`config.mk`:
```
export PLATFORM = sky130hd
export DESIGN_NAME = anc_mac_sched_flat
export DESIGN_NICKNAME = d
export VERILOG_FILES = /design/src/rtl/anc_pkg.sv /design/src/rtl/anc_mac_sched_if.sv /design/src/rtl/anc_addr_pipe.sv /design/src/rtl/anc_mac_sched.sv /design/src/flat_wrapper.sv
export SDC_FILE = /design/constraint.sdc
export NUM_CORES = 1
export LEC_CHECK = 0
export CELL_PAD_IN_SITES_DETAIL_PLACEMENT = 1
export CELL_PAD_IN_SITES_GLOBAL_PLACEMENT = 1
export CORE_UTILIZATION = 38
export CTS_CLUSTER_SIZE = 40
export DETAILED_ROUTE_END_ITERATION = 7
export GPL_ROUTABILITY_DRIVEN = 1
export PLACE_DENSITY = 0.87
export SYNTH_ARGS = -nofsm -noshare
export SYNTH_HDL_FRONTEND = slang
export SYNTH_SLANG_ARGS = --single-unit
export TNS_END_PERCENT = 50
```
`constraint.sdc`:
```
create_clock -name clk -period 2.1 [get_ports clk]
set_clock_uncertainty 0.2 [all_clocks]
set_input_delay 0.21 -clock clk [delete_from_list [all_inputs] [get_ports clk]]
set_output_delay 0.21 -clock clk [all_outputs]
set_load 0.005 [all_outputs]
```
`src/rtl/anc_pkg.sv`:
```
// anc_pkg -- shared definitions for the ANC MAC scheduler.
//   state_t        : scheduler FSM state encoding
//   NTAPS_DEF      : default number of FIR/LMS taps
//   LAT_DEF        : default MAC pipeline latency in cycles
//   tap_w()        : width of a tap index for a given tap count
package anc_pkg;

  localparam int NTAPS_DEF = 32;
  localparam int LAT_DEF   = 2;

  typedef enum logic [2:0] {
    S_IDLE     = 3'd0,
    S_LOAD     = 3'd1,
    S_FIR      = 3'd2,
    S_FIR_DRN  = 3'd3,
    S_OUT      = 3'd4,
    S_LMS      = 3'd5,
    S_LMS_DRN  = 3'd6,
    S_BYP_WAIT = 3'd7
  } state_t;

  function automatic int tap_w(input int n);
    return (n > 1) ? $clog2(n) : 1;
  endfunction

endpackage

```
`src/rtl/anc_mac_sched_if.sv`:
```
// anc_mac_sched_if -- control/status bundle between the ANC MAC scheduler
// and its surroundings.
//   inputs to scheduler : init_done, bypass_mode_sel, in_valid, bypass_ready
//   outputs             : in_ready, hist_we, tap_addr, mac_en, mac_clr,
//                         mac_sel, wt_we, wt_addr, out_valid, fir_act, busy,
//                         ovr_cnt
// Modports: master = environment side, slave = scheduler side.
interface anc_mac_sched_if
  import anc_pkg::*;
#(
  parameter int NTAPS = NTAPS_DEF
);
  localparam int AW = tap_w(NTAPS);

  logic          init_done;
  logic          bypass_mode_sel;
  logic          in_valid;
  logic          in_ready;
  logic          bypass_ready;
  logic          hist_we;
  logic [AW-1:0] tap_addr;
  logic          mac_en;
  logic          mac_clr;
  logic          mac_sel;
  logic          wt_we;
  logic [AW-1:0] wt_addr;
  logic          out_valid;
  logic          fir_act;
  logic          busy;
  logic [7:0]    ovr_cnt;

  modport master (
    output init_done, bypass_mode_sel, in_valid, bypass_ready,
    input  in_ready, hist_we, tap_addr, mac_en, mac_clr, mac_sel,
           wt_we, wt_addr, out_valid, fir_act, busy, ovr_cnt
  );

  modport slave (
    input  init_done, bypass_mode_sel, in_valid, bypass_ready,
    output in_ready, hist_we, tap_addr, mac_en, mac_clr, mac_sel,
           wt_we, wt_addr, out_valid, fir_act, busy, ovr_cnt
  );

endinterface

```
`src/rtl/anc_addr_pipe.sv`:
```
// anc_addr_pipe -- LAT-deep {valid, addr} delay line that aligns LMS weight
// write strobes with the MAC pipeline output.
//   clk, rst_n : clock, async active-low reset (clears every stage)
//   i_valid    : LMS issue this cycle
//   i_addr     : tap index issued
//   o_valid    : i_valid delayed LAT cycles
//   o_addr     : i_addr delayed LAT cycles
module anc_addr_pipe #(
  parameter int AW  = 5,
  parameter int LAT = 2
) (
  input  logic          clk,
  input  logic          rst_n,
  input  logic          i_valid,
  input  logic [AW-1:0] i_addr,
  output logic          o_valid,
  output logic [AW-1:0] o_addr
);

  logic [LAT-1:0]         r_v;
  logic [LAT-1:0][AW-1:0] r_a;

  always_ff @(posedge clk or negedge rst_n) begin
    if (!rst_n) begin
      r_v <= '0;
      r_a <= '0;
    end else begin
      r_v[0] <= i_valid;
      r_a[0] <= i_addr;
      for (int i = 1; i < LAT; i++) begin
        r_v[i] <= r_v[i-1];
        r_a[i] <= r_a[i-1];
      end
    end
  end

  assign o_valid = r_v[LAT-1];
  assign o_addr  = r_a[LAT-1];

endmodule

```
`src/rtl/anc_mac_sched.sv`:
```
// anc_mac_sched -- sequences one ANC sample: history load, NTAPS-tap FIR,
// pipeline drain, output strobe, then either an NTAPS-tap LMS weight update
// or a wait for NTAPS externally supplied weight words.
//   clk, rst_n : clock, async active-low reset
//   bus        : anc_mac_sched_if.slave (handshake, MAC issue, weight write,
//                status and overrun count)
//
// state      | meaning
// -----------+---------------------------------------------------------
// S_IDLE     | waiting for in_valid with init_done high
// S_LOAD     | shift new x sample into history (hist_we)
// S_FIR      | issue FIR taps 0..NTAPS-1, clear accumulator on tap 0
// S_FIR_DRN  | LAT cycles for the last FIR product to land
// S_OUT      | out_valid pulse, accumulator holds the finished sample
// S_LMS      | issue LMS taps 0..NTAPS-1, weight writes trail by LAT
// S_LMS_DRN  | LAT cycles for the trailing weight writes
// S_BYP_WAIT | one weight write per bypass_ready until NTAPS written
module anc_mac_sched
  import anc_pkg::*;
#(
  parameter int NTAPS = NTAPS_DEF,
  parameter int LAT   = LAT_DEF
) (
  input  logic           clk,
  input  logic           rst_n,
  anc_mac_sched_if.slave bus
);

  localparam int            AW       = tap_w(NTAPS);
  localparam logic [AW-1:0] LAST_TAP = AW'(NTAPS - 1);
  localparam logic [1:0]    DRN_INIT = 2'(LAT - 1);

  state_t        r_state;
  state_t        w_state_nxt;
  logic [AW-1:0] r_tap;
  logic [1:0]    r_drn;
  logic          r_byp;
  logic          r_iv_d;
  logic [7:0]    r_ovr;

  logic          w_accept;
  logic          w_fir_issue;
  logic          w_lms_issue;
  logic          w_mac_en;
  logic          w_byp_wr;
  logic          w_last_tap;
  logic          w_drn_done;
  logic          w_tap_inc;
  logic          w_drn_load;
  logic          w_ovr_inc;
  logic          w_pipe_valid;
  logic [AW-1:0] w_pipe_addr;

  assign w_fir_issue = (r_state == S_FIR);
  assign w_lms_issue = (r_state == S_LMS);
  assign w_mac_en    = w_fir_issue | w_lms_issue;
  assign w_byp_wr    = (r_state == S_BYP_WAIT) & bus.bypass_ready;
  assign w_last_tap  = (r_tap == LAST_TAP);
  assign w_drn_done  = (r_drn == '0);

  // rst_n gates in_ready so that nothing is offered while reset is held,
  // even though the reset state is IDLE.
  assign bus.in_ready = rst_n & bus.init_done & (r_state == S_IDLE);
  assign w_accept     = bus.in_ready & bus.in_valid;

  // The tap counter wraps to 0 on the last tap of a phase, so every phase
  // starts from tap 0 without an explicit clear.
  assign w_tap_inc  = w_mac_en | w_byp_wr;
  assign w_drn_load = w_mac_en & w_last_tap;
  assign w_ovr_inc  = bus.in_valid & ~r_iv_d & (r_state != S_IDLE) & (r_ovr != 8'hFF);

  always_ff @(posedge clk or negedge rst_n) begin
    if (!rst_n) begin
      r_state <= S_IDLE;
      r_tap   <= '0;
      r_drn   <= '0;
      r_byp   <= 1'b0;
      r_iv_d  <= 1'b0;
      r_ovr   <= '0;
    end else begin
      r_state <= w_state_nxt;
      r_iv_d  <= bus.in_valid;
      if (w_accept) r_byp <= bus.bypass_mode_sel;
      if (w_tap_inc) r_tap <= r_tap + 1'b1;
      if (w_drn_load) r_drn <= DRN_INIT;
      else if (!w_drn_done) r_drn <= r_drn - 1'b1;
      if (w_ovr_inc) r_ovr <= r_ovr + 8'd1;
    end
  end

  always_comb begin
    w_state_nxt = r_state;
    case (r_state)
      S_IDLE:     if (w_accept) w_state_nxt = S_LOAD;
      S_LOAD:     w_state_nxt = S_FIR;
      S_FIR:      if (w_last_tap) w_state_nxt = S_FIR_DRN;
      S_FIR_DRN:  if (w_drn_done) w_state_nxt = S_OUT;
      S_OUT:      w_state_nxt = r_byp ? S_BYP_WAIT : S_LMS;
      S_LMS:      if (w_last_tap) w_state_nxt = S_LMS_DRN;
      S_LMS_DRN:  if (w_drn_done) w_state_nxt = S_IDLE;
      S_BYP_WAIT: if (w_byp_wr && w_last_tap) w_state_nxt = S_IDLE;
      default:    w_state_nxt = S_IDLE;
    endcase
  end

  anc_addr_pipe #(
    .AW  (AW),
    .LAT (LAT)
  ) u_addr_pipe (
    .clk     (clk),
    .rst_n   (rst_n),
    .i_valid (w_lms_issue),
    .i_addr  (w_lms_issue ? r_tap : '0),
    .o_valid (w_pipe_valid),
    .o_addr  (w_pipe_addr)
  );

  assign bus.hist_we   = (r_state == S_LOAD);
  assign bus.mac_en    = w_mac_en;
  assign bus.mac_sel   = w_lms_issue;
  assign bus.mac_clr   = w_fir_issue & (r_tap == '0);
  assign bus.tap_addr  = w_mac_en ? r_tap : '0;
  // The LMS pipe and bypass writes never overlap: OUT separates them.
  assign bus.wt_we     = w_pipe_valid | w_byp_wr;
  assign bus.wt_addr   = w_byp_wr ? r_tap : (w_pipe_valid ? w_pipe_addr : '0);
  assign bus.out_valid = (r_state == S_OUT);
  assign bus.fir_act   = (r_state == S_FIR) | (r_state == S_FIR_DRN);
  assign bus.busy      = (r_state != S_IDLE);
  assign bus.ovr_cnt   = r_ovr;

endmodule

```
`src/flat_wrapper.sv`:
```
// flat-port wrapper written by rule: the top's interface ports become plain ports
module anc_mac_sched_flat import anc_pkg::*;
#(
  parameter int NTAPS = NTAPS_DEF,
  parameter int LAT   = LAT_DEF
)
  (clk, rst_n, bus_init_done, bus_bypass_mode_sel, bus_in_valid, bus_bypass_ready, bus_in_ready, bus_hist_we, bus_tap_addr, bus_mac_en, bus_mac_clr, bus_mac_sel, bus_wt_we, bus_wt_addr, bus_out_valid, bus_fir_act, bus_busy, bus_ovr_cnt);
  anc_mac_sched_if #(.NTAPS(NTAPS)) bus_i ();
  input  logic clk;
  input  logic rst_n;
  input wire logic [$bits(bus_i.init_done)-1:0] bus_init_done;
  input wire logic [$bits(bus_i.bypass_mode_sel)-1:0] bus_bypass_mode_sel;
  input wire logic [$bits(bus_i.in_valid)-1:0] bus_in_valid;
  input wire logic [$bits(bus_i.bypass_ready)-1:0] bus_bypass_ready;
  output wire logic [$bits(bus_i.in_ready)-1:0] bus_in_ready;
  output wire logic [$bits(bus_i.hist_we)-1:0] bus_hist_we;
  output wire logic [$bits(bus_i.tap_addr)-1:0] bus_tap_addr;
  output wire logic [$bits(bus_i.mac_en)-1:0] bus_mac_en;
  output wire logic [$bits(bus_i.mac_clr)-1:0] bus_mac_clr;
  output wire logic [$bits(bus_i.mac_sel)-1:0] bus_mac_sel;
  output wire logic [$bits(bus_i.wt_we)-1:0] bus_wt_we;
  output wire logic [$bits(bus_i.wt_addr)-1:0] bus_wt_addr;
  output wire logic [$bits(bus_i.out_valid)-1:0] bus_out_valid;
  output wire logic [$bits(bus_i.fir_act)-1:0] bus_fir_act;
  output wire logic [$bits(bus_i.busy)-1:0] bus_busy;
  output wire logic [$bits(bus_i.ovr_cnt)-1:0] bus_ovr_cnt;
  assign bus_i.init_done = bus_init_done;
  assign bus_i.bypass_mode_sel = bus_bypass_mode_sel;
  assign bus_i.in_valid = bus_in_valid;
  assign bus_i.bypass_ready = bus_bypass_ready;
  assign bus_in_ready = bus_i.in_ready;
  assign bus_hist_we = bus_i.hist_we;
  assign bus_tap_addr = bus_i.tap_addr;
  assign bus_mac_en = bus_i.mac_en;
  assign bus_mac_clr = bus_i.mac_clr;
  assign bus_mac_sel = bus_i.mac_sel;
  assign bus_wt_we = bus_i.wt_we;
  assign bus_wt_addr = bus_i.wt_addr;
  assign bus_out_valid = bus_i.out_valid;
  assign bus_fir_act = bus_i.fir_act;
  assign bus_busy = bus_i.busy;
  assign bus_ovr_cnt = bus_i.ovr_cnt;
  anc_mac_sched #(.NTAPS(NTAPS), .LAT(LAT)) u_core (.clk(clk), .rst_n(rst_n), .bus(bus_i));
endmodule
```
; Word-level counts from Yosys, hierarchy flattened
; Cells that the tools add are included.
[classes]
n_bitwise = 14
add_sub_neg = 3
mux = 14
n_reduce_logical = 6
eq_ne = 16
[op_table]
columns = op, n
row1 = $pmux W3 S8, 1
row2 = $mux W5, 4
row3 = $mux W3, 6
row4 = $eq A3 B3 Y1 const B, 4
row5 = $and A1 B1 Y1, 9
row6 = $add A8 B1 Y8 const B, 1
row7 = $ne A2 B1 Y1 const B, 4
row8 = $ne A8 B8 Y1 const B, 1
row9 = $eq A3 B2 Y1 const B, 2
row10 = $mux W2, 3
row11 = $ne A2 B2 Y1 const B, 3
row12 = $reduce_and A6 Y1, 1
row13 = $add A5 B1 Y5 const B, 1
row14 = $eq A5 B5 Y1 const B, 1
row15 = $logic_not A5 Y1, 1
row16 = $or A1 B1 Y1, 4
row17 = $eq A3 B1 Y1 const B, 1
row18 = $logic_not A3 Y1, 1
row19 = $reduce_bool A3 Y1, 1
row20 = $logic_not A2 Y1, 1
row21 = $sub A2 B1 Y2 const B, 1
row22 = $logic_and A1 B1 Y1, 1
row23 = $not A1 Y1, 1
[word_totals]
elab_cells = 62
reg_bits = 32

; Depth between registers and ports, before layout
[depth]
ltp_word = 5
depth_mapped = 7

; Hierarchy
; From an unflattened synthesis, not the netlist that was laid out.
[unflattened]
hier_cells = 163
hier_area_um2 = 1609.0
[by_module_without_submodules]
columns = module, instances, cells_per_inst, area_per_inst_um2, seq_area_each_um2
row1 = anc_mac_sched, 1, 146, 1271.2, 500.5
row2 = anc_addr_pipe, 1, 17, 337.8, 300.3

; Worst setup path before layout
; OpenSTA, ideal clock, no wires.
[synth_path]
kind = reg-to-reg
from = register u_core.r_ovr[0], in the netlist u_core.bus.ovr_cnt[0]
to = register u_core.r_ovr[1], in the netlist u_core.bus.ovr_cnt[1]
t_required_ns = 1.775
slack_ns = 0.351
setup_ns = 0.125
arrival_ns = 1.425
stages_incl_launch_ff = 5
path_cell_list = dfrtp_1 ha_1 nand3_1 o2111ai_1 mux2_2
[synth_via]
elab_chain_cells = 2
elab_cells_between_ends = 3
classes_between = 1 x add/sub / 1 x eq/ne / 1 x bitwise
[synth_lines]
columns = item, line
row1 = start: declaration, anc_mac_sched.sv:39  ; logic [7:0] r_ovr;
row2 = start signal: assignment, anc_mac_sched.sv:87  ; if (w_ovr_inc) r_ovr <= r_ovr + 8'd1;
row3 = "parallel branches: the longest is 2 deep, another holds $add A8 B1 Y8", n/a
; Parallel ways; which one is timed is not known.
; A chain may end at the register's enable or synchronous reset.

; Worst setup path after layout
[layout_path]
from = register u_core.r_state[2]
to = output port bus_tap_addr[3]
[layout_via]
elab_chain_cells = 3
elab_cells_between_ends = 4
classes_between = 2 x eq/ne / 1 x mux / 1 x bitwise
[layout_lines]
columns = item, line
row1 = start: declaration, anc_mac_sched.sv:33  ; state_t r_state;
row2 = start signal: assignment, anc_mac_sched.sv:81  ; r_state <= w_state_nxt;
row3 = $eq A3 B2 Y1 or $eq A3 B3 Y1 (tied branches), "anc_mac_sched.sv:54, anc_mac_sched.sv:55"
row4 = $or A1 B1 Y1 (*), anc_mac_sched.sv:56  ; assign w_mac_en = w_fir_issue | w_lms_issue;
row5 = $mux W5 (*), anc_mac_sched.sv:122  ; assign bus.tap_addr = w_mac_en ? r_tap : '0;
row6 = end: declaration, flat_wrapper.sv:17  ; output wire logic [$bits(bus_i.tap_addr)-1:0] bus_tap_addr;
; Every way passes the cells marked *; elsewhere a longest branch is shown, timed or not.

==> impl_results.md <==
* Area contributors post-synth: dfrtp_1 52%, nand2_1 4.6%, ha_1 4.1%
* P_int at ~1.9 mW
* GPL Wtd Cong at roughly 0.84
* Prevailing post-synth register cell: dfrtp_1
* CP max FO at 4
* Clock transition at the registers of the reported paths at 0.06 ns
* Critical R2R Launch: u_core.r_state[2]
* Die Footprint at about 4300 um2
* Synth top area share at between 50% and 60%
* Synth Register Bits at 32
* Routed wl met3 at 131 um
* Drt initial violations at 57
* Largest net degree at the start of global routing at 33
* # rows at 22
* Outcome: finished with violations
* Worst setup path class: reg2out
* Synth cell types at between 40 and 50
* N_diodes at 0
* Router iterations before antenna repair at 4
* Worst-margin pin slew at approximately 0.4 ns
* Failing checks: negative setup slack
* Max layer used: met4
* Final period util at 106%
* Crit path launch type: flip-flop
* Die width at between 60 and 70 um
* Core Region at between 3000 and 4000 um2
* Critical Path Sink Type: output port
* CP cell instances: buf_6 -> or3b_4 -> nor2b_4 -> inv_2 -> buf_4 -> and2_1 -> buf_2
* Period minus WS final at about 2.2 ns
* DR vias/cell at between 5 and 6
* Worst VDD drop at 765 uV
* CTS tree: done
* Gr ovfl total at 0
* Final wirelength at about 4400 um
* Number of fill cells at between 400 and 500
* Largest stage delay on the critical path at roughly 0.45 ns
* # IOs at 33
* DR DRC count at 0
* Worst-Skew Late Latency at approximately 0.28 ns
* Hold Worst Slack at between 0.1 and 0.15 ns
* EDFF count, synth at 0
* Sw Share at around two fifths
* HP Class: reg2reg
* RSZ-0062 raised after global routing: true
* Total of max-cap violations at 0
* Yosys warns at 0
* Post-synthesis cell area at about 1500 um2
* Power consumption at around 3.2 mW
* Clock share of power at 13.6%
* Syn nets at around 160
* Vias in the first global route at 1332
* Total GRT Usage at roughly a fifth
* Fmax at approximately 450 MHz
* Pwr dens at approximately 1500 nW/um2
* Leak at about 1.1 nW
* Cts bufs inserted at 5
* Worst Hold Launch: u_core.u_addr_pipe.r_a[0]
* Avg Cell Area, Syn at ~10 um2
* Critical path data required time at about 1.7 ns
* Worst Hold End: u_core.u_addr_pipe.o_addr[0]
* FF-to-FF setup slack at 0.02 ns
* Sequential Power Share at ~36%
* FFs w/ async S/R, synth at between 90% and 100%
* Clk sinks at 32
* Initial antenna violation count at 0
* Hold Vio Cnt, Final at 0
* Bufs on Longest Clock Path at 2
* Port Buffer Count at 32
* Die Y at 65.7 um
* Final ANT Viol Nets at 0
* Slew margin rel. at 72.5%
* Layout cells sized above 1 at 26.2%
* Sw power at 1.24 mW
* Vias at 1310
* Combinational Power Share at 50.5%
* H-tree Lvls at 2
* Met2 routed WL at ~2400 um
* Post-route setup slack at -0.133 ns
* Worst EP arrival at 1.82 ns
* Final setup violation count at 6
* Root Driver: clkbuf_8
* Cells after Synth at 153
* Reg2Reg Depth at 6
* Worst hold stages at 0
* Worst reg2reg endpoint: u_core.r_tap[4]
* Global-route wire length before repair at around 6700 um
* Sequential-to-total area share from yosys stat at between 50% and 60%
* Met1 WL at 1810 um
* Area growth syn-to-layout at 42.0%
* Starting Density at approximately two fifths
* DR WL/cell at between 15 and 20 um
* Final net count at between 200 and 250
* HPWL Detailed at around 2700 um
* Leading area contributor after synthesis: dfrtp_1
* CP max stage cell: dfrtp_2
* Max-slew violations at 0
[state kept, by name, summed over array words and instances, names as in the netlist]
name                       flops
u_core.u_addr_pipe.r_v         2
u_core.r_drn                   2
u_core.r_byp                   1
u_core.u_addr_pipe.r_a         5
u_core.bus.ovr_cnt             8
u_core.r_iv_d                  1
u_core.r_state                 3
u_core.u_addr_pipe.o_addr      5
u_core.r_tap                   5
[synth_stat cells (2+ instances only)]
cell / count
and3_1: 3
mux2_2: 2
nor2b_1: 4
clkbuf_1: 3
xnor2_1: 5
ha_1: 5
xor2_1: 3
nand4_1: 4
and2_1: 6
nand2_1: 19
inv_1: 9
dfrtp_1: 32
o21ai_0: 9
nor3_1: 5
nor3b_1: 2
nor2_1: 8
a31oi_1: 3
a21oi_1: 7
nand3_1: 2
[metrics by stage]
step           setup WS (ns)  util (%)  TNS, ns  area, um2  std cells
6_report              -0.133      58.0   -0.526       2190        254
5_1_grt               -0.186      58.0   -0.983       2190        254
4_1_cts               -0.209      55.9   -0.733       2110        249
3_5_place_dp         -0.0750      52.3   -0.363       1970        238
3_3_place_gp         0.00135      52.3        0       1970        238
2_1_floorplan          0.351         -        0       1540        153
[kinds of logic after synthesis]
logic type / share of synthesized area (%)
multiplexers: 3.82
adder cells (fa/ha/maj): 4.06
AO/OA/AOI/OAI: 9.99
XOR/XNOR: 4.55
AND/OR/NAND/NOR: 21.6
buffers and inverters: 3.98
flip-flops: 52.0
[cell usage in the layout (no fill, tap or decap), types with 2 or more instances in the layout]
| master | instances |
|---|---|
| inv_1 | 9 |
| nor3_1 | 5 |
| dfrtp_2 | 2 |
| mux2_2 | 2 |
| o21ai_0 | 7 |
| dlymetal6s2s_1 | 6 |
| xnor2_1 | 5 |
| nand4_1 | 4 |
| nor2_2 | 2 |
| nor2_1 | 5 |
| nor2_4 | 2 |
| nand2_1 | 18 |
| nor2b_1 | 2 |
| buf_6 | 6 |
| buf_4 | 14 |
| dlygate4sd2_1 | 5 |
| xor2_1 | 3 |
| dfrtp_1 | 30 |
| clkdlybuf4s50_1 | 15 |
| a21oi_1 | 7 |
| nand3_1 | 2 |
| nor3b_1 | 2 |
| buf_2 | 3 |
| o21ai_1 | 2 |
| clkbuf_8 | 5 |
| and3_1 | 3 |
| and2_1 | 5 |
| clkbuf_2 | 2 |
| a31oi_1 | 3 |
| ha_1 | 4 |
[worst max path at each step]
stage / depth (start not counted) / from / to / slack [ns]
6_report: 7 / u_core.r_state[2] / bus_tap_addr[3] / -0.13
3_5_place_dp: 5 / u_core.r_state[2] / bus_tap_addr[4] / -0.07
5_1_grt: 7 / u_core.r_state[2] / bus_tap_addr[2] / -0.19
4_1_cts: 4 / u_core.r_state[0] / bus_in_ready / -0.21
3_3_place_gp: 7 / bus_bypass_ready / bus_wt_addr[1] / 0.001
2_1_floorplan: 4 / u_core.bus.ovr_cnt[0] / u_core.bus.ovr_cnt[1] / 0.35
[timing repair]
| action | in CTS | in global routing |
|---|---|---|
| gates cloned | 0 | 0 |
| pin swaps | 1 | 2 |
| setup buffers | 4 | 5 |
| resized for setup | 37 | 22 |
| setup endpoints to repair | 16 | 16 |
| hold buffers | 0 | 0 |
[final cells by class]
| class | count | area [um2] | area share (%) |
|---|---|---|---|
| multi-input cells | 106 | 742 | 33.9 |
| inverters | 10 | 37.5 | 1.72 |
| clock buffers | 6 | 72.6 | 3.32 |
| flip-flops and latches | 32 | 803 | 36.7 |
| repair buffers | 51 | 467 | 21.3 |
| clock inverters | 1 | 5.00 | 0.229 |
| well taps | 48 | 60.1 | 2.75 |
[power groups by stage]
stage / combinational (mW) / sequential, mW / clock (mW)
floorplan: 0.731 / 1.05 / 0
finish: 1.60 / 1.14 / 0.433
global placement: 1.31 / 1.08 / 0
global route: 1.76 / 1.18 / 0.469
CTS: 1.47 / 1.12 / 0.443
detailed placement: 1.38 / 1.11 / 0
[critical path: cells and delay by family, from the launching register on]
family | cells | cell delay, ns
buffers and inverters | 4 | 0.42
flip-flops | 1 | 0.45
AND/OR/NAND/NOR | 3 | 0.67
[metal layers]
layer | track usage [%] | vias up
met2 | 34.9 | 23
met4 | 8.42 | 0
met5 | 0 | -
li1 | - | 627
met1 | 25.6 | 654
met3 | 5.56 | 6
Power figures use the tool's default switching activity.
